**src/rtl/wb_arb_pkg.sv**
```systemverilog
// wb_arb_pkg: arbiter state encoding and Wishbone bus widths
package wb_arb_pkg;
    typedef enum logic [1:0] {IDLE, BUSY, ABORT} arb_state_t;
    localparam int WB_ADDR_W = 32;
    localparam int WB_DATA_W = 32;
    localparam int WB_SEL_W = 4;
endpackage

```
**src/rtl/wb_ram_arbiter_if.sv**
```systemverilog
// wb_ram_arbiter_if: master-side Wishbone ports plus the shared RAM slave port
interface wb_ram_arbiter_if #(parameter int N_MASTERS = 3);
    import wb_arb_pkg::*;
    logic [N_MASTERS-1:0] m_CYC_I, m_STB_I, m_WE_I, m_LOCK_I;
    logic [WB_SEL_W*N_MASTERS-1:0] m_SEL_I;
    logic [WB_ADDR_W*N_MASTERS-1:0] m_ADR_I;
    logic [WB_DATA_W*N_MASTERS-1:0] m_DAT_I;
    logic [WB_DATA_W-1:0] m_DAT_O;
    logic [N_MASTERS-1:0] m_ACK_O, m_ERR_O, m_RTY_O;
    logic s_CYC_O, s_STB_O, s_WE_O, s_LOCK_O;
    logic [WB_SEL_W-1:0] s_SEL_O;
    logic [WB_ADDR_W-1:0] s_ADR_O;
    logic [WB_DATA_W-1:0] s_DAT_O, s_DAT_I;
    logic s_ACK_I, s_ERR_I, s_RTY_I;
    modport slave (
        input  m_CYC_I, m_STB_I, m_WE_I, m_LOCK_I, m_SEL_I, m_ADR_I, m_DAT_I,
        input  s_DAT_I, s_ACK_I, s_ERR_I, s_RTY_I,
        output m_DAT_O, m_ACK_O, m_ERR_O, m_RTY_O,
        output s_CYC_O, s_STB_O, s_WE_O, s_LOCK_O, s_SEL_O, s_ADR_O, s_DAT_O
    );
    modport master (
        output m_CYC_I, m_STB_I, m_WE_I, m_LOCK_I, m_SEL_I, m_ADR_I, m_DAT_I,
        output s_DAT_I, s_ACK_I, s_ERR_I, s_RTY_I,
        input  m_DAT_O, m_ACK_O, m_ERR_O, m_RTY_O,
        input  s_CYC_O, s_STB_O, s_WE_O, s_LOCK_O, s_SEL_O, s_ADR_O, s_DAT_O
    );
endinterface

```
**src/rtl/wb_arb_picker.sv**
```systemverilog
// wb_arb_picker: one-hot winner, master 0 first unless starving others, then round-robin from rr_ptr
module wb_arb_picker #(
    parameter int N_MASTERS = 3,
    parameter int IW = $clog2(N_MASTERS)
) (
    input  logic [N_MASTERS-1:0] req,
    input  logic [IW-1:0]        rr_ptr,
    input  logic                 starve,
    output logic [N_MASTERS-1:0] win,
    output logic [IW-1:0]        win_idx
);
    logic found;
    always_comb begin
        win = '0;
        win_idx = '0;
        found = 1'b0;
        if (req[0] && !(starve && |req[N_MASTERS-1:1])) begin
            win[0] = 1'b1;
            found = 1'b1;
        end
        // two passes give the wrap-around search rr_ptr..N-1, then 1..rr_ptr-1
        for (int i = 1; i < N_MASTERS; i++)
            if (!found && req[i] && i >= int'(rr_ptr)) begin
                win[i] = 1'b1;
                win_idx = IW'(i);
                found = 1'b1;
            end
        for (int i = 1; i < N_MASTERS; i++)
            if (!found && req[i] && i < int'(rr_ptr)) begin
                win[i] = 1'b1;
                win_idx = IW'(i);
                found = 1'b1;
            end
    end
endmodule

```
**src/rtl/wb_ram_arbiter.sv**
```systemverilog
// wb_ram_arbiter: shares the RAM slave port between Wishbone masters with a priority port and a watchdog
module wb_ram_arbiter
    import wb_arb_pkg::*;
#(
    parameter int N_MASTERS = 3,
    parameter int STARVE_LIMIT = 4,
    parameter int TIMEOUT = 255
) (
    input  logic                 p_clk,
    input  logic                 p_resetn,
    wb_ram_arbiter_if.slave      bus,
    output logic [N_MASTERS-1:0] grant,
    output logic [15:0]          timeout_count
);
    localparam int IW = $clog2(N_MASTERS);
    localparam int SW = $clog2(STARVE_LIMIT + 1);
    arb_state_t state, state_n;
    logic [N_MASTERS-1:0] grant_n, win;
    logic [IW-1:0] rr_ptr, rr_n, win_idx;
    logic [SW-1:0] starve_cnt, starve_n;
    logic [15:0] wd_cnt, wd_n, tc_n;
    logic own_cyc, own_stb, own_we, own_lock, term, others;
    logic [WB_SEL_W-1:0] own_sel;
    logic [WB_ADDR_W-1:0] own_adr;
    logic [WB_DATA_W-1:0] own_dat;
    assign others = |bus.m_CYC_I[N_MASTERS-1:1];
    assign term = bus.s_ACK_I | bus.s_ERR_I | bus.s_RTY_I;
    wb_arb_picker #(.N_MASTERS(N_MASTERS), .IW(IW)) u_picker (
        .req(bus.m_CYC_I),
        .rr_ptr(rr_ptr),
        .starve(starve_cnt == SW'(STARVE_LIMIT)),
        .win(win),
        .win_idx(win_idx)
    );
    // grant is one-hot or zero, so an AND-OR select yields all zeros when idle or in reset
    always_comb begin
        own_cyc = 1'b0;
        own_stb = 1'b0;
        own_we = 1'b0;
        own_lock = 1'b0;
        own_sel = '0;
        own_adr = '0;
        own_dat = '0;
        for (int i = 0; i < N_MASTERS; i++)
            if (grant[i]) begin
                own_cyc = bus.m_CYC_I[i];
                own_stb = bus.m_STB_I[i];
                own_we = bus.m_WE_I[i];
                own_lock = bus.m_LOCK_I[i];
                own_sel = bus.m_SEL_I[WB_SEL_W*i +: WB_SEL_W];
                own_adr = bus.m_ADR_I[WB_ADDR_W*i +: WB_ADDR_W];
                own_dat = bus.m_DAT_I[WB_DATA_W*i +: WB_DATA_W];
            end
    end
    assign bus.s_CYC_O = (state == BUSY) && own_cyc;
    assign bus.s_STB_O = (state == BUSY) && own_stb;
    assign bus.s_WE_O = own_we;
    assign bus.s_LOCK_O = own_lock;
    assign bus.s_SEL_O = own_sel;
    assign bus.s_ADR_O = own_adr;
    assign bus.s_DAT_O = own_dat;
    assign bus.m_DAT_O = bus.s_DAT_I;
    assign bus.m_ACK_O = (state == BUSY && bus.s_ACK_I) ? grant : '0;
    assign bus.m_RTY_O = (state == BUSY && bus.s_RTY_I) ? grant : '0;
    assign bus.m_ERR_O = (state == ABORT || (state == BUSY && bus.s_ERR_I)) ? grant : '0;
    always_comb begin
        state_n = state;
        grant_n = grant;
        rr_n = rr_ptr;
        starve_n = starve_cnt;
        wd_n = '0;
        tc_n = timeout_count;
        case (state)
            IDLE: if (|bus.m_CYC_I) begin
                state_n = BUSY;
                grant_n = win;
                starve_n = !win[0] ? '0 :
                           (others && starve_cnt != SW'(STARVE_LIMIT)) ? starve_cnt + 1'b1 : starve_cnt;
                rr_n = win[0] ? rr_ptr : (win_idx == IW'(N_MASTERS - 1)) ? IW'(1) : win_idx + 1'b1;
            end
            BUSY: if (!own_cyc && !own_lock) begin
                state_n = IDLE;
                grant_n = '0;
            end else if (own_stb && !term) begin
                wd_n = wd_cnt + 1'b1;
                if (wd_n == 16'(TIMEOUT)) state_n = ABORT;
            end
            ABORT: begin
                tc_n = (timeout_count == '1) ? timeout_count : timeout_count + 1'b1;
                state_n = own_cyc ? BUSY : IDLE;
                grant_n = own_cyc ? grant : '0;
            end
            default: state_n = IDLE;
        endcase
    end
    always_ff @(posedge p_clk or negedge p_resetn)
        if (!p_resetn) begin
            state <= IDLE;
            grant <= '0;
            rr_ptr <= IW'(1);
            starve_cnt <= '0;
            wd_cnt <= '0;
            timeout_count <= '0;
        end else begin
            state <= state_n;
            grant <= grant_n;
            rr_ptr <= rr_n;
            starve_cnt <= starve_n;
            wd_cnt <= wd_n;
            timeout_count <= tc_n;
        end
endmodule

```
**src/flat_wrapper.sv**
```systemverilog
// flat-port wrapper written by rule: the top's interface ports become plain ports
module wb_ram_arbiter_flat import wb_arb_pkg::*;
#(
    parameter int N_MASTERS = 3,
    parameter int STARVE_LIMIT = 4,
    parameter int TIMEOUT = 255
)
  (p_clk, p_resetn, grant, timeout_count, bus_m_CYC_I, bus_m_STB_I, bus_m_WE_I, bus_m_LOCK_I, bus_m_SEL_I, bus_m_ADR_I, bus_m_DAT_I, bus_s_DAT_I, bus_s_ACK_I, bus_s_ERR_I, bus_s_RTY_I, bus_m_DAT_O, bus_m_ACK_O, bus_m_ERR_O, bus_m_RTY_O, bus_s_CYC_O, bus_s_STB_O, bus_s_WE_O, bus_s_LOCK_O, bus_s_SEL_O, bus_s_ADR_O, bus_s_DAT_O);
  wb_ram_arbiter_if #(.N_MASTERS(N_MASTERS)) bus_i ();
  input  logic p_clk;
  input  logic p_resetn;
  output logic [N_MASTERS-1:0] grant;
  output logic [15:0] timeout_count;
  input wire logic [$bits(bus_i.m_CYC_I)-1:0] bus_m_CYC_I;
  input wire logic [$bits(bus_i.m_STB_I)-1:0] bus_m_STB_I;
  input wire logic [$bits(bus_i.m_WE_I)-1:0] bus_m_WE_I;
  input wire logic [$bits(bus_i.m_LOCK_I)-1:0] bus_m_LOCK_I;
  input wire logic [$bits(bus_i.m_SEL_I)-1:0] bus_m_SEL_I;
  input wire logic [$bits(bus_i.m_ADR_I)-1:0] bus_m_ADR_I;
  input wire logic [$bits(bus_i.m_DAT_I)-1:0] bus_m_DAT_I;
  input wire logic [$bits(bus_i.s_DAT_I)-1:0] bus_s_DAT_I;
  input wire logic [$bits(bus_i.s_ACK_I)-1:0] bus_s_ACK_I;
  input wire logic [$bits(bus_i.s_ERR_I)-1:0] bus_s_ERR_I;
  input wire logic [$bits(bus_i.s_RTY_I)-1:0] bus_s_RTY_I;
  output wire logic [$bits(bus_i.m_DAT_O)-1:0] bus_m_DAT_O;
  output wire logic [$bits(bus_i.m_ACK_O)-1:0] bus_m_ACK_O;
  output wire logic [$bits(bus_i.m_ERR_O)-1:0] bus_m_ERR_O;
  output wire logic [$bits(bus_i.m_RTY_O)-1:0] bus_m_RTY_O;
  output wire logic [$bits(bus_i.s_CYC_O)-1:0] bus_s_CYC_O;
  output wire logic [$bits(bus_i.s_STB_O)-1:0] bus_s_STB_O;
  output wire logic [$bits(bus_i.s_WE_O)-1:0] bus_s_WE_O;
  output wire logic [$bits(bus_i.s_LOCK_O)-1:0] bus_s_LOCK_O;
  output wire logic [$bits(bus_i.s_SEL_O)-1:0] bus_s_SEL_O;
  output wire logic [$bits(bus_i.s_ADR_O)-1:0] bus_s_ADR_O;
  output wire logic [$bits(bus_i.s_DAT_O)-1:0] bus_s_DAT_O;
  assign bus_i.m_CYC_I = bus_m_CYC_I;
  assign bus_i.m_STB_I = bus_m_STB_I;
  assign bus_i.m_WE_I = bus_m_WE_I;
  assign bus_i.m_LOCK_I = bus_m_LOCK_I;
  assign bus_i.m_SEL_I = bus_m_SEL_I;
  assign bus_i.m_ADR_I = bus_m_ADR_I;
  assign bus_i.m_DAT_I = bus_m_DAT_I;
  assign bus_i.s_DAT_I = bus_s_DAT_I;
  assign bus_i.s_ACK_I = bus_s_ACK_I;
  assign bus_i.s_ERR_I = bus_s_ERR_I;
  assign bus_i.s_RTY_I = bus_s_RTY_I;
  assign bus_m_DAT_O = bus_i.m_DAT_O;
  assign bus_m_ACK_O = bus_i.m_ACK_O;
  assign bus_m_ERR_O = bus_i.m_ERR_O;
  assign bus_m_RTY_O = bus_i.m_RTY_O;
  assign bus_s_CYC_O = bus_i.s_CYC_O;
  assign bus_s_STB_O = bus_i.s_STB_O;
  assign bus_s_WE_O = bus_i.s_WE_O;
  assign bus_s_LOCK_O = bus_i.s_LOCK_O;
  assign bus_s_SEL_O = bus_i.s_SEL_O;
  assign bus_s_ADR_O = bus_i.s_ADR_O;
  assign bus_s_DAT_O = bus_i.s_DAT_O;
  wb_ram_arbiter #(.N_MASTERS(N_MASTERS), .STARVE_LIMIT(STARVE_LIMIT), .TIMEOUT(TIMEOUT)) u_core (.p_clk(p_clk), .p_resetn(p_resetn), .bus(bus_i), .grant(grant), .timeout_count(timeout_count));
endmodule
```
**config.mk**
```make
export PLATFORM = sky130hd
export DESIGN_NAME = wb_ram_arbiter_flat
export DESIGN_NICKNAME = d
export VERILOG_FILES = /design/src/rtl/wb_arb_pkg.sv /design/src/rtl/wb_ram_arbiter_if.sv /design/src/rtl/wb_arb_picker.sv /design/src/rtl/wb_ram_arbiter.sv /design/src/flat_wrapper.sv
export SDC_FILE = /design/constraint.sdc
export NUM_CORES = 1
export LEC_CHECK = 0
export ABC_AREA = 1
export BUFFER_PORTS_ARGS = -buffer_cell sky130_fd_sc_hd__buf_2
export CORE_AREA = 5 5 145 147
export CTS_BUF_LIST = sky130_fd_sc_hd__clkbuf_8
export CTS_CLUSTER_DIAMETER = 40
export CTS_CLUSTER_SIZE = 40
export DETAILED_ROUTE_END_ITERATION = 12
export DIE_AREA = 0 0 150 152
export GPL_TIMING_DRIVEN = 0
export PLACE_DENSITY = 0.57
export SLEW_MARGIN = 5
export SYNTH_ARGS = -nofsm -noshare
export SYNTH_HDL_FRONTEND = slang
export SYNTH_HIERARCHICAL = 1
export SYNTH_SLANG_ARGS = --single-unit
export TNS_END_PERCENT = 30
```
**constraint.sdc**
```tcl
create_clock -name p_clk -period 2 [get_ports p_clk]
set_input_delay 0.1 -clock p_clk [delete_from_list [all_inputs] [get_ports p_clk]]
set_output_delay 0.1 -clock p_clk [all_outputs]
set_load 0.01 [all_outputs]
```
# [Word level (Yosys, flattened, before mapping)]
# Cells that the tools add are included.
[word_totals] ff_bits=42 latchBits=0 ram_bits=0 mem_bits_ro=0 inputBits=253 out_inout_bits=132 word_cells=119 n_memories=0
[op_classes] addsub=4 multipliers=0 n_div=0 n_lt_le_gt_ge=4 eq_ne=13 shifts=0 muxes=52 n_bitwise=4 n_reduce_logical=36
[op_table] op="$mux W32" n=6
[op_table] op="$mux W16" n=3
[op_table] op="$add A16 B1 Y16 const B" n=2
[op_table] op="$mux W3" n=8
[op_table] op="$mux W1" n=22
[op_table] op="$logic_and A1 B1 Y1" n=18
[op_table] op="$eq A16 B16 Y1 const B" n=1
[op_table] op="$eq A16 B8 Y1 const B" n=1
[op_table] op="$mux W2" n=8
[op_table] op="$mux W4" n=3
[op_table] op="$ne A3 B3 Y1 const B" n=3
[op_table] op="$pmux W3 S3" n=1
[op_table] op="$reduce_and A3 Y1" n=3
[op_table] op="$logic_not A1 Y1" n=8
[op_table] op="$ne A2 B2 Y1 const B" n=3
[op_table] op="$pmux W2 S3" n=1
[op_table] op="$eq A2 B2 Y1 const B" n=2
[op_table] op="$reduce_and A4 Y1" n=1
[op_table] op="$add A3 B1 Y3 const B" n=1
[op_table] op="$eq A3 B3 Y1 const B" n=1
[op_table] op="$reduce_bool A3 Y1" n=1
[op_table] op="$reduce_or A3 Y1" n=1
[op_table] op="$add A2 B1 Y2 const B" n=1
[op_table] op="$eq A2 B1 Y1 const B" n=1
[op_table] op="11 further kinds" n=13

# [Longest topological paths before layout]
# Gate-level depths: netlist (run 1).
[logic_depth] ltp_word=23 ltp_mapped=15

# [Modules after synthesis]
# Netlist (run 1), hierarchy kept.
[by_module_without_submodules] mod="wb_ram_arbiter" n_inst=1 cells_per_inst=594 area_each_um2=3955.0 seq_area_each_um2=1052.3
[by_module_without_submodules] mod="wb_arb_picker" n_inst=1 cells_per_inst=17 area_each_um2=68.8 seq_area_each_um2=0.0

# [Worst setup path before layout (run 1)]
# OpenSTA, ideal clock, no wires.
[synth_path] path_type="flip-flop to flip-flop" start="reg u_core.starve_cnt[0]" end="reg u_core.starve_cnt[2]" arrival_ps=1666 setup_slack_ps=196 path_stages_with_launch=13 path_buffers=0 period_less_slack_ps=1804 cell_sequence="dfrtp_1 > inv_1 > ha_1 > nand2_1 > inv_1 > o21ai_1 > nand2_2 > inv_1 > nor3_1 > inv_1 > o31ai_1 > and3_1 > nor3_1"
[synth_between] elab_chain_len=7 word_cells_on_any_way=12 cone_classes="1 x add/sub; 3 x eq/ne; 3 x mux; 5 x reduce/logical"
[synth_rtl] item="from (decl)" line_no="wb_ram_arbiter.sv:20" source="logic [SW-1:0] starve_cnt, starve_n;"
[synth_rtl] item="from (signal assigned)" line_no="wb_ram_arbiter.sv:108" source="starve_cnt <= starve_n;"
[synth_rtl] item="$eq A3 B3 Y1 (*)" line_no="wb_ram_arbiter.sv:31" source=".starve(starve_cnt == SW'(STARVE_LIMIT)),"
[synth_rtl] item="$logic_and A1 B1 Y1 (*)" line_no="wb_arb_picker.sv:17" source="if (req[0] && !(starve && |req[N_MASTERS-1:1])) begin"
[synth_rtl] item="$logic_not A1 Y1 (*)" line_no="wb_arb_picker.sv:17"
[synth_rtl] item="$logic_and A1 B1 Y1 (*)" line_no="wb_arb_picker.sv:17"
[synth_rtl] item="$mux W1 (*)" line_no="wb_arb_picker.sv:17"
[synth_rtl] item="net u_core.win[0]" line_no="wb_ram_arbiter.sv:18" source="logic [N_MASTERS-1:0] grant_n, win;"
[synth_rtl] item="$ne A2 B2 Y1 (no source line)"
[synth_rtl] item="$reduce_and A3 Y1 (no source line)"
# Mark *: on every way through the listed nets, which the timed path passes. The rest lies on a longest branch. The select of a mux whose other input is x is not followed.
# A chain may end at the register's enable or synchronous reset.

# [Final worst setup path (run 1)]
[layout_path] start="reg u_core.grant[0]" end="out bus_s_DAT_O[4]"
[layout_between] elab_chain_len=3
[layout_rtl] item="from (decl)" line_no="wb_ram_arbiter.sv:12" source="output logic [N_MASTERS-1:0] grant,"
[layout_rtl] item="from (signal assigned)" line_no="wb_ram_arbiter.sv:106" source="grant <= grant_n;"
[layout_rtl] item="$mux W32 (3 in series)" line_no="wb_ram_arbiter.sv:45" source="if (grant[i]) begin"
[layout_rtl] item="to (decl)" line_no="flat_wrapper.sv:35" source="output wire logic [$bits(bus_i.s_DAT_O)-1:0] bus_s_DAT_O;"
# No other way between the ends.

==> metrics.txt, run 1 <==
# TYPE chip_impl_metric gauge
chip_impl_metric{name="drt_first_pass_iters",unit=""} 5
chip_impl_metric{name="total_power",unit="W"} 0.00634
chip_impl_info{name="hold_start",value="bus_s_RTY_I"} 1
chip_impl_metric{name="internal_power_of_the_cells",unit="W"} 0.00297
chip_impl_metric{name="fp.coreArea",unit="sq um"} 19800
chip_impl_metric{name="io-pin-count",unit=""} 385
chip_impl_metric{name="p_sw",unit="W"} 0.00337
chip_impl_metric{name="die_h",unit="um"} 152
chip_impl_metric{name="vias",unit=""} 5639
chip_impl_metric{name="p_sw_share",unit="%"} 53.1
chip_impl_metric{name="grt_pass1_vias",unit=""} 5432
chip_impl_metric{name="final.setup.tns",unit="ps"} 0
chip_impl_metric{name="cell_count_final_fillers_out",unit=""} 1255
chip_impl_metric{name="edff_count_synth",unit=""} 0
chip_impl_info{name="worst-setup-path-type",value="register to primary output"} 1
chip_impl_metric{name="syn_to_final_growth",unit="%"} 60.7
chip_impl_metric{name="finalWorstPathRequiredPeriod",unit="ps"} 1900
chip_impl_metric{name="cts_htree_levels",unit=""} 2
chip_impl_metric{name="drt-total-wl",unit="um"} 22600
chip_impl_metric{name="timing.final.crit_share",unit="%"} 95.2
chip_impl_metric{name="drc",unit=""} 0
chip_impl_metric{name="cp_max_fo",unit=""} 10
chip_impl_metric{name="grt_start_max_net_pins",unit=""} 43
chip_impl_metric{name="power_per_cell_area",unit="nW/um^2"} 981
chip_impl_metric{name="drt_iter0_markers",unit=""} 293
chip_impl_metric{name="worstPathRequired",unit="ps"} 1900
chip_impl_metric{name="postPlaceCellArea",unit="sq um"} 6120
chip_impl_metric{name="die_x",unit="um"} 150
chip_impl_metric{name="grt.met2_usage",unit="%"} 32.6
chip_impl_metric{name="max_cap_viol_count",unit=""} 0
chip_impl_metric{name="post_route_cells_drive_above_1_share",unit="%"} 46.0
chip_impl_info{name="run_status",value="complete, no violations"} 1
chip_impl_metric{name="synth_cell_types",unit=""} 35
chip_impl_metric{name="cp.buffers_inverters",unit=""} 4
chip_impl_info{name="crit_path_end_kind",value="primary output"} 1
chip_impl_metric{name="cts_max_path_buffers",unit=""} 2
chip_impl_info{name="rsz0062_at_grt",value="yes"} 1
chip_impl_metric{name="io_buffers",unit=""} 352
chip_impl_info{name="path_delay_family",value="buffers and inverters"} 1
chip_impl_metric{name="final.fill_count",unit=""} 2225
chip_impl_metric{name="post_layout_instance_area",unit="sq um"} 6470
chip_impl_metric{name="use_met3",unit="%"} 4.56
chip_impl_metric{name="vdd.ir_drop.worst",unit="mV"} 0.306
chip_impl_metric{name="grt_pass1_wl",unit="um"} 32300
chip_impl_metric{name="multiInputGateArea",unit="sq um"} 2490
chip_impl_metric{name="die-area",unit="sq um"} 22800
chip_impl_metric{name="numCtsBuffers",unit=""} 5
chip_impl_metric{name="timing.max_slew.rel_slack",unit="%"} 33.7
chip_impl_metric{name="synth.avg_cell_area",unit="sq um"} 6.59
chip_impl_metric{name="dp_cells",unit=""} 1233
chip_impl_metric{name="post_synth_instance_area",unit="sq um"} 4020
chip_impl_metric{name="final-setup-viol-count",unit=""} 0
chip_impl_info{name="crit_path_start",value="u_core/grant[0]"} 1
chip_impl_info{name="cts_tree",value="done"} 1
chip_impl_metric{name="p_seq_share",unit="%"} 16.0
chip_impl_metric{name="worst_pin_slew",unit="ps"} 995
chip_impl_metric{name="skew",unit="ps"} 7.80
chip_impl_metric{name="combinationalPowerShare",unit="%"} 74.8
chip_impl_metric{name="final_hpwl_from_detailed_placement",unit="um"} 19100
chip_impl_metric{name="initial_utilization",unit="%"} 20.3
chip_impl_metric{name="data_arrival_critical_path",unit="ps"} 1800
chip_impl_info{name="synth_flop_cell",value="sky130_fd_sc_hd__dfrtp_1"} 1
chip_impl_metric{name="worst_skew_pair.late_latency",unit="ps"} 300
chip_impl_metric{name="core.rowCount",unit=""} 52
chip_impl_metric{name="routed_via_density",unit=""} 4.49
chip_impl_metric{name="antenna_violating_nets_post_route",unit=""} 0
chip_impl_metric{name="regArea",unit="sq um"} 1050
chip_impl_metric{name="syn_nets",unit=""} 873
chip_impl_metric{name="gp_congestion",unit=""} 0.900
chip_impl_metric{name="cp_slowest_stage_delay",unit="ps"} 390
chip_impl_metric{name="fmax",unit="MHz"} 525
chip_impl_metric{name="number_of_antenna_violations_at_the_first_check_in_global_routing",unit=""} 6
chip_impl_metric{name="cts.clk_slew.worst_paths",unit="ps"} 80
chip_impl_info{name="worstHoldPathType",value="primary input to register"} 1
chip_impl_metric{name="timing.final.hold_violations",unit=""} 0
chip_impl_metric{name="grt_util_all_layers",unit="%"} 18.3
chip_impl_metric{name="final_nets",unit=""} 1244
chip_impl_metric{name="met1_usage",unit="%"} 22.4
chip_impl_info{name="cts.root.buffer_cell",value="sky130_fd_sc_hd__clkbuf_8"} 1
chip_impl_metric{name="overflow",unit=""} 0
chip_impl_metric{name="cells_after_synthesis",unit=""} 611
chip_impl_info{name="grt.busiest_layer",value="met2"} 1
chip_impl_metric{name="p_clk_share",unit="%"} 9.2
chip_impl_info{name="critical-path-slowest-cell",value="sky130_fd_sc_hd__dfrtp_1"} 1
chip_impl_metric{name="cellLeakagePower",unit="nW"} 3.34
chip_impl_metric{name="synth.yosys.seq_area_share",unit="%"} 26.2
chip_impl_metric{name="final.hold.worst_slack",unit="ps"} 158
chip_impl_metric{name="clock_sinks",unit=""} 42
chip_impl_metric{name="timing_max_transition_violations_final",unit=""} 0
chip_impl_info{name="path_cells",value="inv_2 > nor2_4 > buf_12 > buf_6 > a22oi_1 > o21ai_0 > buf_2"} 1
chip_impl_info{name="setup.worst_path.start_class",value="register"} 1
chip_impl_metric{name="wl_per_cell",unit="um"} 18.0
chip_impl_metric{name="ys_async_sr_fraction",unit="%"} 100
chip_impl_metric{name="synthesis.yosys.warnings",unit=""} 6
chip_impl_metric{name="synth-seq-cells",unit=""} 42
chip_impl_info{name="critical_path.reg2reg.startpoint",value="u_core/grant[2]"} 1
-- metal layers --
layer	up-vias	part of all wire, %
met1	2583	40
met2	235	50
li1	2785	-
met4	8	1.3
met3	28	8.9
met5	-	0.27
-- worst min-delay path, cell delays in order --
cell and delay, ps:
sky130_fd_sc_hd__buf_2 90, sky130_fd_sc_hd__nor3_1 70, sky130_fd_sc_hd__nand4_4 120, sky130_fd_sc_hd__a21oi_1 40
-- power by group through the flow --
| stage | clock network [W] | registers, W | logic, W |
|---|---|---|---|
| after floorplan | 0 | 0.00103 | 0.00235 |
| after global placement | 0 | 0.00103 | 0.00448 |
| after detailed placement | 0 | 0.00103 | 0.00449 |
| after CTS | 0.000605 | 0.00102 | 0.00468 |
| after global routing | 0.000638 | 0.00104 | 0.00516 |
| final | 0.000582 | 0.00102 | 0.00474 |
-- cells in the final DEF (no fill, tap or decap), types with 8 or more instances in the layout --
cell type / count
sky130_fd_sc_hd__buf_2: 352
sky130_fd_sc_hd__nand2_1: 160
sky130_fd_sc_hd__o21ai_0: 75
sky130_fd_sc_hd__a22oi_1: 65
sky130_fd_sc_hd__nor2_1: 46
sky130_fd_sc_hd__inv_1: 45
sky130_fd_sc_hd__buf_4: 45
sky130_fd_sc_hd__dfrtp_1: 40
sky130_fd_sc_hd__nand3_1: 18
sky130_fd_sc_hd__a21oi_1: 11
sky130_fd_sc_hd__xor2_1: 11
sky130_fd_sc_hd__clkbuf_1: 10
sky130_fd_sc_hd__nor3_1: 10
sky130_fd_sc_hd__ha_1: 9
sky130_fd_sc_hd__clkbuf_4: 8
sky130_fd_sc_hd__nand4_1: 8
-- through the flow --
stage | setup WS [ps] | util, %
4_1_cts | -89.1 | 32.0
2_1_floorplan | 196 | -
6_report | 95.3 | 32.7
3_3_place_gp | -226 | 31.0
3_5_place_dp | -236 | 31.0
5_1_grt | -74.3 | 32.7
-- flip-flops by register name, summed over array words and instances, names as in the netlist --
name and cells:
u_core/wd_cnt 16, u_core/state 2, u_core/grant 3, u_core/timeout_count 16, u_core/starve_cnt 3, u_core/rr_ptr 2
-- cell families (layout without fill, tap and decap cells) --
| group | after synthesis | in the layout | synth area share, % |
|---|---|---|---|
| other | 0 | 2 | 0 |
| XOR/XNOR | 16 | 16 | 3.48 |
| AND/OR/NAND/NOR | 264 | 264 | 27.6 |
| buffers and inverters | 111 | 483 | 13.5 |
| AO/OA/AOI/OAI | 169 | 169 | 26.4 |
| adder cells (fa/ha/maj) | 9 | 9 | 2.80 |
| flip-flops | 42 | 42 | 26.2 |
-- area by class of cell --
type                    count  area share, %
diodes                      2         0.0774
multi-input cells         458           38.6
flip-flops and latches     42           16.3
repair buffers            364           28.9
inverters                  48           2.79
clock buffers               6           1.28
well taps                 270           5.22
plain buffers              63           6.73
clock inverters             2          0.135
-- worst paths after layout --
check	cells after the start	slack, ps	endpoint
worst max-delay path	7	100	bus_s_DAT_O[4]
worst min-delay path	4	160	u_core/wd_cnt[7]
worst min register to register	1	490	u_core/wd_cnt[0]
min in group asynchronous	2	490	u_core/timeout_count[10]
max in group asynchronous	2	820	u_core/grant[2]
worst max register to register	11	110	u_core/state[0]
-- cells in the mapped netlist (2+ instances only) --
cell type                  count  area [sq um]
sky130_fd_sc_hd__a21oi_1      11          55.1
sky130_fd_sc_hd__a22oi_1      70           526
sky130_fd_sc_hd__buf_1         3          11.3
sky130_fd_sc_hd__buf_2         3          15.0
sky130_fd_sc_hd__buf_4        33           248
sky130_fd_sc_hd__clkbuf_1     24          90.1
sky130_fd_sc_hd__clkinv_1      2          7.51
sky130_fd_sc_hd__dfrtp_1      41          1030
sky130_fd_sc_hd__ha_1          9           113
sky130_fd_sc_hd__inv_1        44           165
sky130_fd_sc_hd__inv_2         2          7.51
sky130_fd_sc_hd__nand2_1     161           604
sky130_fd_sc_hd__nand3_1      19          95.1
sky130_fd_sc_hd__nand4_1       8          50.1
sky130_fd_sc_hd__nor2_1       50           188
sky130_fd_sc_hd__nor2_2        3          18.8
sky130_fd_sc_hd__nor2_4        2          22.5
sky130_fd_sc_hd__nor3_1       11          55.1
sky130_fd_sc_hd__nor4_1        4          25.0
sky130_fd_sc_hd__o21ai_0      79           395
sky130_fd_sc_hd__o21ai_1       2          10.0
sky130_fd_sc_hd__o21bai_1      2          15.0
sky130_fd_sc_hd__or2_1         2          12.5
sky130_fd_sc_hd__xnor2_1       5          43.8
sky130_fd_sc_hd__xor2_1       11          96.3
-- repair_timing --
item | CTS | global route
setup buffers | 2 | 9
hold buffers | 1 | 0
endpoints found under the hold margin | 6 | 0
pin swaps | 1 | 4
resized for setup | 31 | 36
endpoints found under the setup margin | 84 | 56
No activity file was read; power rests on OpenSTA's default activity.
==> run 2: changes to the inputs <==
CORE_AREA = 2 2 150 152   (was 5 5 145 147)
DIE_AREA = 0 0 152 154   (was 0 0 150 152)
PLACE_DENSITY = 0.52   (was 0.57)
==> metrics.txt, run 2 (synthesis gave the netlist of run 1 again) <==
# TYPE chip_impl_metric gauge
chip_impl_metric{name="io-pin-count",unit=""} 385
chip_impl_info{name="layout_top_registers",value="u_core/timeout_count: 16 flops, u_core/wd_cnt: 16 flops"} 1
chip_impl_metric{name="gp_congestion",unit=""} 0.850
chip_impl_metric{name="post_route_cells_drive_above_1_share",unit="%"} 45.9
chip_impl_info{name="highest_count_cells_in_the_layout_ignoring_fill_and_taps",value="sky130_fd_sc_hd__buf_2, sky130_fd_sc_hd__nand2_1, sky130_fd_sc_hd__o21ai_0"} 1
chip_impl_metric{name="overflow",unit=""} 0
chip_impl_metric{name="wl_per_cell",unit="um"} 17.2
chip_impl_metric{name="grt_util_all_layers",unit="%"} 17.1
chip_impl_metric{name="cp_slowest_stage_delay",unit="ps"} 360
chip_impl_info{name="critical-path-slowest-cell",value="sky130_fd_sc_hd__dfrtp_1"} 1
chip_impl_info{name="final_common_cell",value="sky130_fd_sc_hd__buf_2"} 1
chip_impl_metric{name="final_nets",unit=""} 1237
chip_impl_metric{name="worst_skew_pair.late_latency",unit="ps"} 300
chip_impl_info{name="setup.worst_path.start_class",value="register"} 1
chip_impl_metric{name="grt_pass1_wl",unit="um"} 31200
chip_impl_info{name="worstHoldPathType",value="primary input to register"} 1
chip_impl_metric{name="vdd.ir_drop.worst",unit="mV"} 0.361
chip_impl_metric{name="die-area",unit="sq um"} 23400
chip_impl_metric{name="cts_max_path_buffers",unit=""} 2
chip_impl_metric{name="fmax",unit="MHz"} 518
chip_impl_metric{name="initial_utilization",unit="%"} 18.6
chip_impl_metric{name="data_arrival_critical_path",unit="ps"} 1830
chip_impl_metric{name="drt-total-wl",unit="um"} 21600
chip_impl_metric{name="final.fill_count",unit=""} 2420
chip_impl_metric{name="number_of_antenna_violations_at_the_first_check_in_global_routing",unit=""} 6
chip_impl_info{name="worst-setup-path-type",value="register to primary output"} 1
chip_impl_metric{name="numCtsBuffers",unit=""} 5
chip_impl_metric{name="die_x",unit="um"} 152
chip_impl_metric{name="cp_max_fo",unit=""} 10
chip_impl_metric{name="die_h",unit="um"} 154
chip_impl_metric{name="io_buffers",unit=""} 352
chip_impl_metric{name="final.setup.tns",unit="ps"} 0
chip_impl_info{name="cts.root.buffer_cell",value="sky130_fd_sc_hd__clkbuf_8"} 1
chip_impl_metric{name="timing_max_transition_violations_final",unit=""} 0
chip_impl_metric{name="vias",unit=""} 5674
chip_impl_metric{name="multiInputGateArea",unit="sq um"} 2520
chip_impl_info{name="route.top_layer_used",value="met5"} 1
chip_impl_metric{name="final-setup-viol-count",unit=""} 0
chip_impl_metric{name="worstPathRequired",unit="ps"} 1900
chip_impl_info{name="run_status",value="complete, no violations"} 1
chip_impl_metric{name="drt_first_pass_iters",unit=""} 5
chip_impl_metric{name="wirelength_met1",unit="um"} 8900
chip_impl_metric{name="routed-wl-met3",unit="um"} 1610
chip_impl_info{name="rsz0062_at_grt",value="yes"} 1
chip_impl_metric{name="core.rowCount",unit=""} 54
chip_impl_metric{name="regArea",unit="sq um"} 1050
chip_impl_metric{name="cts.clk_slew.worst_paths",unit="ps"} 80
chip_impl_metric{name="finalWorstPathRequiredPeriod",unit="ps"} 1930
chip_impl_metric{name="worst_pin_slew",unit="ps"} 964
chip_impl_metric{name="final_util",unit="%"} 29.8
chip_impl_metric{name="dr_wl_met2",unit="um"} 10900
chip_impl_metric{name="timing.final.hold_violations",unit=""} 0
chip_impl_metric{name="cellLeakagePower",unit="nW"} 3.31
chip_impl_info{name="cts_tree",value="done"} 1
chip_impl_metric{name="syn_to_final_growth",unit="%"} 60.4
chip_impl_info{name="critPathMostFrequentCell",value="sky130_fd_sc_hd__buf_6"} 1
chip_impl_metric{name="routed_via_density",unit=""} 4.50
chip_impl_metric{name="clock_sinks",unit=""} 42
chip_impl_metric{name="cell_count_final_fillers_out",unit=""} 1260
chip_impl_metric{name="timing.max_slew.rel_slack",unit="%"} 35.7
chip_impl_metric{name="power_per_cell_area",unit="nW/um^2"} 971
chip_impl_metric{name="drt_iter0_markers",unit=""} 436
chip_impl_metric{name="dp_cells",unit=""} 1243
chip_impl_metric{name="grt_pass1_vias",unit=""} 5228
chip_impl_metric{name="grt_start_max_net_pins",unit=""} 43
chip_impl_metric{name="fp.coreArea",unit="sq um"} 21700
chip_impl_info{name="path_cells",value="inv_2 > nor2_4 > buf_12 > buf_6 > buf_6 > a22oi_1 > o21ai_1 > buf_2"} 1
chip_impl_metric{name="timing.final.crit_share",unit="%"} 96.5
chip_impl_metric{name="antenna_violating_nets_post_route",unit=""} 0
chip_impl_metric{name="cts_htree_levels",unit=""} 2
chip_impl_metric{name="drc",unit=""} 0
chip_impl_metric{name="skew",unit="ps"} 8.15
chip_impl_info{name="crit_path_end_kind",value="primary output"} 1
chip_impl_metric{name="max_cap_viol_count",unit=""} 0
chip_impl_metric{name="final_hpwl_from_detailed_placement",unit="um"} 18200
[run 2: cell count changes in the layout (fill, tap and decap cells not counted), sizes merged]
cell / previous run / this run
buf: 401 / 396
clkbuf: 31 / 29
diode: 2 / 4
clkinvlp: 0 / 1
inv: 48 / 47
[run 2: layout make-up]
class / instances / area share, %
multi-input combinational: 458 / 39.1
timing repair buffer: 357 / 28.1
sequential: 42 / 16.3
buffer: 63 / 6.59
tap: 280 / 5.43
inverter: 48 / 2.89
clock buffer: 6 / 1.28
antenna: 4 / 0.155
clock inverter: 2 / 0.136
[run 2: where the power goes]
part	leakage (nW)	internal, W	total [W]	switching [W]
sequential	0.575	0.000941	0.00102	0.0000785
combinational	2.68	0.00171	0.00467	0.00295
clock	0.0524	0.000274	0.000581	0.000307
[run 2: routing by layer]
metal / vias up / global-route usage (%)
met4: 2 / 2.85
met3: 19 / 3.97
met5: - / 0
li1: 2775 / -
met1: 2631 / 21.6
met2: 247 / 30.1
[run 2: worst paths after layout]
path	from	to	slack (ps)	cells past startpoint
max reg2reg	u_core/grant[2]	u_core/wd_cnt[13]	100	7
min reg2reg	u_core/timeout_count[14]	u_core/timeout_count[14]	510	1
min in group asynchronous	p_resetn	u_core/timeout_count[14]	480	2
min	bus_m_CYC_I[0]	u_core/rr_ptr[1]	230	5
max	u_core/grant[0]	bus_s_ADR_O[24]	70	8
max in group asynchronous	p_resetn	u_core/grant[2]	850	2
[run 2: stage by stage]
step	area [sq um]	setup slack (ps)	hold WS (ps)	total power, W
after global placement	6140	-352	324	0.00552
after detailed placement	6140	-338	316	0.00551
after floorplan	4020	196	-196	0.00337
after CTS	6320	-101	229	0.00625
after global routing	6450	-72.1	252	0.00679
final	6450	70.2	235	0.00627
[run 2: timing repair]
item	CTS	global route
endpoints found under the setup margin	86	64
gates cloned	0	0
hold buffers	1	0
setup buffers	2	2
pin swaps	1	5
gates resized for setup	28	42
hold endpoints to repair	22	0
[run 2: critical path: cells and delay by family, from the launching register on]
kind                   cells  cell delay (ps)
and+or+nand+nor            1              140
DFF                        1              360
buffers and inverters      5              730
AOI/OAI and AO/OA          2              280
==> run 3: changes to the inputs <==
CORE_AREA = 4 4 148 150   (was 2 2 150 152)
PLACE_DENSITY = 0.54   (was 0.52)
==> metrics.txt, run 3 (synthesis gave the netlist of run 1 again) <==
# TYPE chip_impl_metric gauge
chip_impl_metric{name="grt_util_all_layers",unit="%"} 17.8
chip_impl_info{name="highest_count_cells_in_the_layout_ignoring_fill_and_taps",value="sky130_fd_sc_hd__buf_2, sky130_fd_sc_hd__nand2_1, sky130_fd_sc_hd__o21ai_0"} 1
chip_impl_metric{name="initial_utilization",unit="%"} 19.4
chip_impl_metric{name="io-pin-count",unit=""} 385
chip_impl_metric{name="grt_pass1_wl",unit="um"} 32800
chip_impl_metric{name="total_power",unit="W"} 0.00653
chip_impl_metric{name="skew",unit="ps"} 5.18
chip_impl_metric{name="die-area",unit="sq um"} 23400
chip_impl_metric{name="data_arrival_critical_path",unit="ps"} 1810
chip_impl_metric{name="overflow",unit=""} 0
chip_impl_metric{name="vdd.ir_drop.worst",unit="mV"} 0.320
chip_impl_metric{name="timing.max_slew.rel_slack",unit="%"} 34.4
chip_impl_metric{name="multiInputGateArea",unit="sq um"} 2530
chip_impl_metric{name="max_cap_viol_count",unit=""} 0
chip_impl_metric{name="die_x",unit="um"} 152
chip_impl_metric{name="die_h",unit="um"} 154
chip_impl_info{name="cts_tree",value="done"} 1
chip_impl_metric{name="grt_start_max_net_pins",unit=""} 43
chip_impl_info{name="critical-path-slowest-cell",value="sky130_fd_sc_hd__dfrtp_1"} 1
chip_impl_metric{name="timing.final.crit_share",unit="%"} 95.6
chip_impl_metric{name="clock_sinks",unit=""} 42
chip_impl_metric{name="final-setup-viol-count",unit=""} 0
chip_impl_metric{name="post_route_cells_drive_above_1_share",unit="%"} 47.0
chip_impl_metric{name="numCtsBuffers",unit=""} 5
chip_impl_info{name="rsz0062_at_grt",value="yes"} 1
chip_impl_metric{name="final_util",unit="%"} 31.7
chip_impl_metric{name="cts.clk_slew.worst_paths",unit="ps"} 90
chip_impl_info{name="run_status",value="complete, no violations"} 1
chip_impl_metric{name="drc",unit=""} 0
chip_impl_metric{name="final.fill_count",unit=""} 2303
chip_impl_metric{name="core.rowCount",unit=""} 53
chip_impl_metric{name="drt_iter0_markers",unit=""} 307
chip_impl_metric{name="cp_max_fo",unit=""} 10
chip_impl_metric{name="wl_per_cell",unit="um"} 17.7
chip_impl_info{name="path_delay_family",value="buffers and inverters"} 1
chip_impl_metric{name="antenna_violating_nets_post_route",unit=""} 0
chip_impl_metric{name="vias",unit=""} 5589
chip_impl_metric{name="drt-total-wl",unit="um"} 22300
chip_impl_metric{name="final.hold.worst_slack",unit="ps"} 211
chip_impl_info{name="worst-setup-path-type",value="register to primary output"} 1
chip_impl_info{name="crit_path_end_kind",value="primary output"} 1
chip_impl_metric{name="gp_congestion",unit=""} 0.939
chip_impl_info{name="cts.root.buffer_cell",value="sky130_fd_sc_hd__clkbuf_8"} 1
chip_impl_metric{name="power_per_cell_area",unit="nW/um^2"} 996
chip_impl_metric{name="worstPathRequired",unit="ps"} 1900
chip_impl_metric{name="grt_pass1_vias",unit=""} 5401
chip_impl_metric{name="cellLeakagePower",unit="nW"} 3.37
chip_impl_info{name="layout_top_registers",value="u_core/timeout_count: 16 flops, u_core/wd_cnt: 16 flops"} 1
chip_impl_metric{name="cp_slowest_stage_delay",unit="ps"} 390
chip_impl_metric{name="finalWorstPathRequiredPeriod",unit="ps"} 1910
chip_impl_metric{name="fp.coreArea",unit="sq um"} 20700
chip_impl_metric{name="drt_first_pass_iters",unit=""} 6
chip_impl_metric{name="timing.final.hold_violations",unit=""} 0
chip_impl_info{name="worstHoldPathType",value="primary input to register"} 1
chip_impl_metric{name="final_hpwl_from_detailed_placement",unit="um"} 18800
chip_impl_metric{name="final_nets",unit=""} 1247
chip_impl_metric{name="cts_max_path_buffers",unit=""} 2
chip_impl_metric{name="cts_htree_levels",unit=""} 2
chip_impl_metric{name="routed_via_density",unit=""} 4.43
chip_impl_metric{name="regArea",unit="sq um"} 1050
chip_impl_info{name="final_common_cell",value="sky130_fd_sc_hd__buf_2"} 1
chip_impl_metric{name="worst_skew_pair.late_latency",unit="ps"} 300
chip_impl_metric{name="num_antenna_cells",unit=""} 0
chip_impl_metric{name="fmax",unit="MHz"} 523
chip_impl_metric{name="worst_pin_slew",unit="ps"} 985
chip_impl_metric{name="syn_to_final_growth",unit="%"} 63.0
chip_impl_info{name="path_cells",value="inv_2 > nor2_4 > buf_12 > clkbuf_4 > a22oi_1 > o21ai_0 > buf_2"} 1
chip_impl_metric{name="number_of_antenna_violations_at_the_first_check_in_global_routing",unit=""} 5
chip_impl_info{name="setup.worst_path.start_class",value="register"} 1
chip_impl_metric{name="timing_max_transition_violations_final",unit=""} 0
chip_impl_metric{name="cp.buffers_inverters",unit=""} 4
chip_impl_metric{name="worst-r2r-setup-slack",unit="ps"} 110
chip_impl_metric{name="io_buffers",unit=""} 352
[run 3: what timing repair did]
action,CTS,global route
setup endpoints to repair,88,67
endpoints found under the hold margin,14,0
hold buffers,1,0
setup buffers,2,12
gates resized for setup,33,51
pin swaps,3,14
[run 3: layer usage]
layer | track usage [%] | vias up | wire, um
met2 | 31.6 | 225 | 11100
li1 | - | 2796 | -
met5 | 0 | - | 37
met3 | 4.56 | 25 | 1690
met1 | 22.2 | 2537 | 9100
met4 | 2.74 | 6 | 345
[run 3: tightest hold or removal path, delay by kind of cell]
kind / cells / cell delay, ps
buf+inv: 1 / 90
compound gates: 1 / 50
simple gates: 2 / 230
[run 3: report_power, final]
| group | leakage, nW | internal [W] | switching, W |
|---|---|---|---|
| registers | 0.575 | 0.000941 | 0.0000711 |
| clock network | 0.0607 | 0.000364 | 0.000310 |
| logic | 2.74 | 0.00183 | 0.00302 |
[run 3: cell type report]
type	instances	share of cell area, %
multi-input combinational	458	38.5
timing repair buffer	367	28.8
sequential	42	16.1
buffer	63	6.89
tap	275	5.25
inverter	48	2.80
clock buffer	5	1.05
clock inverter	3	0.572
[run 3: stage by stage]
step           instances  instance area, sq um  worst slack, ps  setup TNS [ps]
2_1_floorplan        611                  4020              196               0
3_3_place_gp        1238                  6130             -386           -7770
3_5_place_dp        1238                  6130             -395           -7530
4_1_cts             1249                  6340            -24.7           -39.7
5_1_grt             1261                  6560            -36.7            -191
6_report            1261                  6560             88.6               0
[run 3: path summary, 6_finish.rpt]
check	startpoint	to	depth (start not counted)
min reg2reg	u_core/wd_cnt[0]	u_core/wd_cnt[0]	1
min in group asynchronous	p_resetn	u_core/timeout_count[14]	2
max in group asynchronous	p_resetn	u_core/grant[2]	2
min	bus_s_ERR_I	u_core/wd_cnt[5]	4
max reg2reg	u_core/grant[1]	u_core/wd_cnt[14]	9
max	u_core/grant[0]	bus_s_DAT_O[17]	7
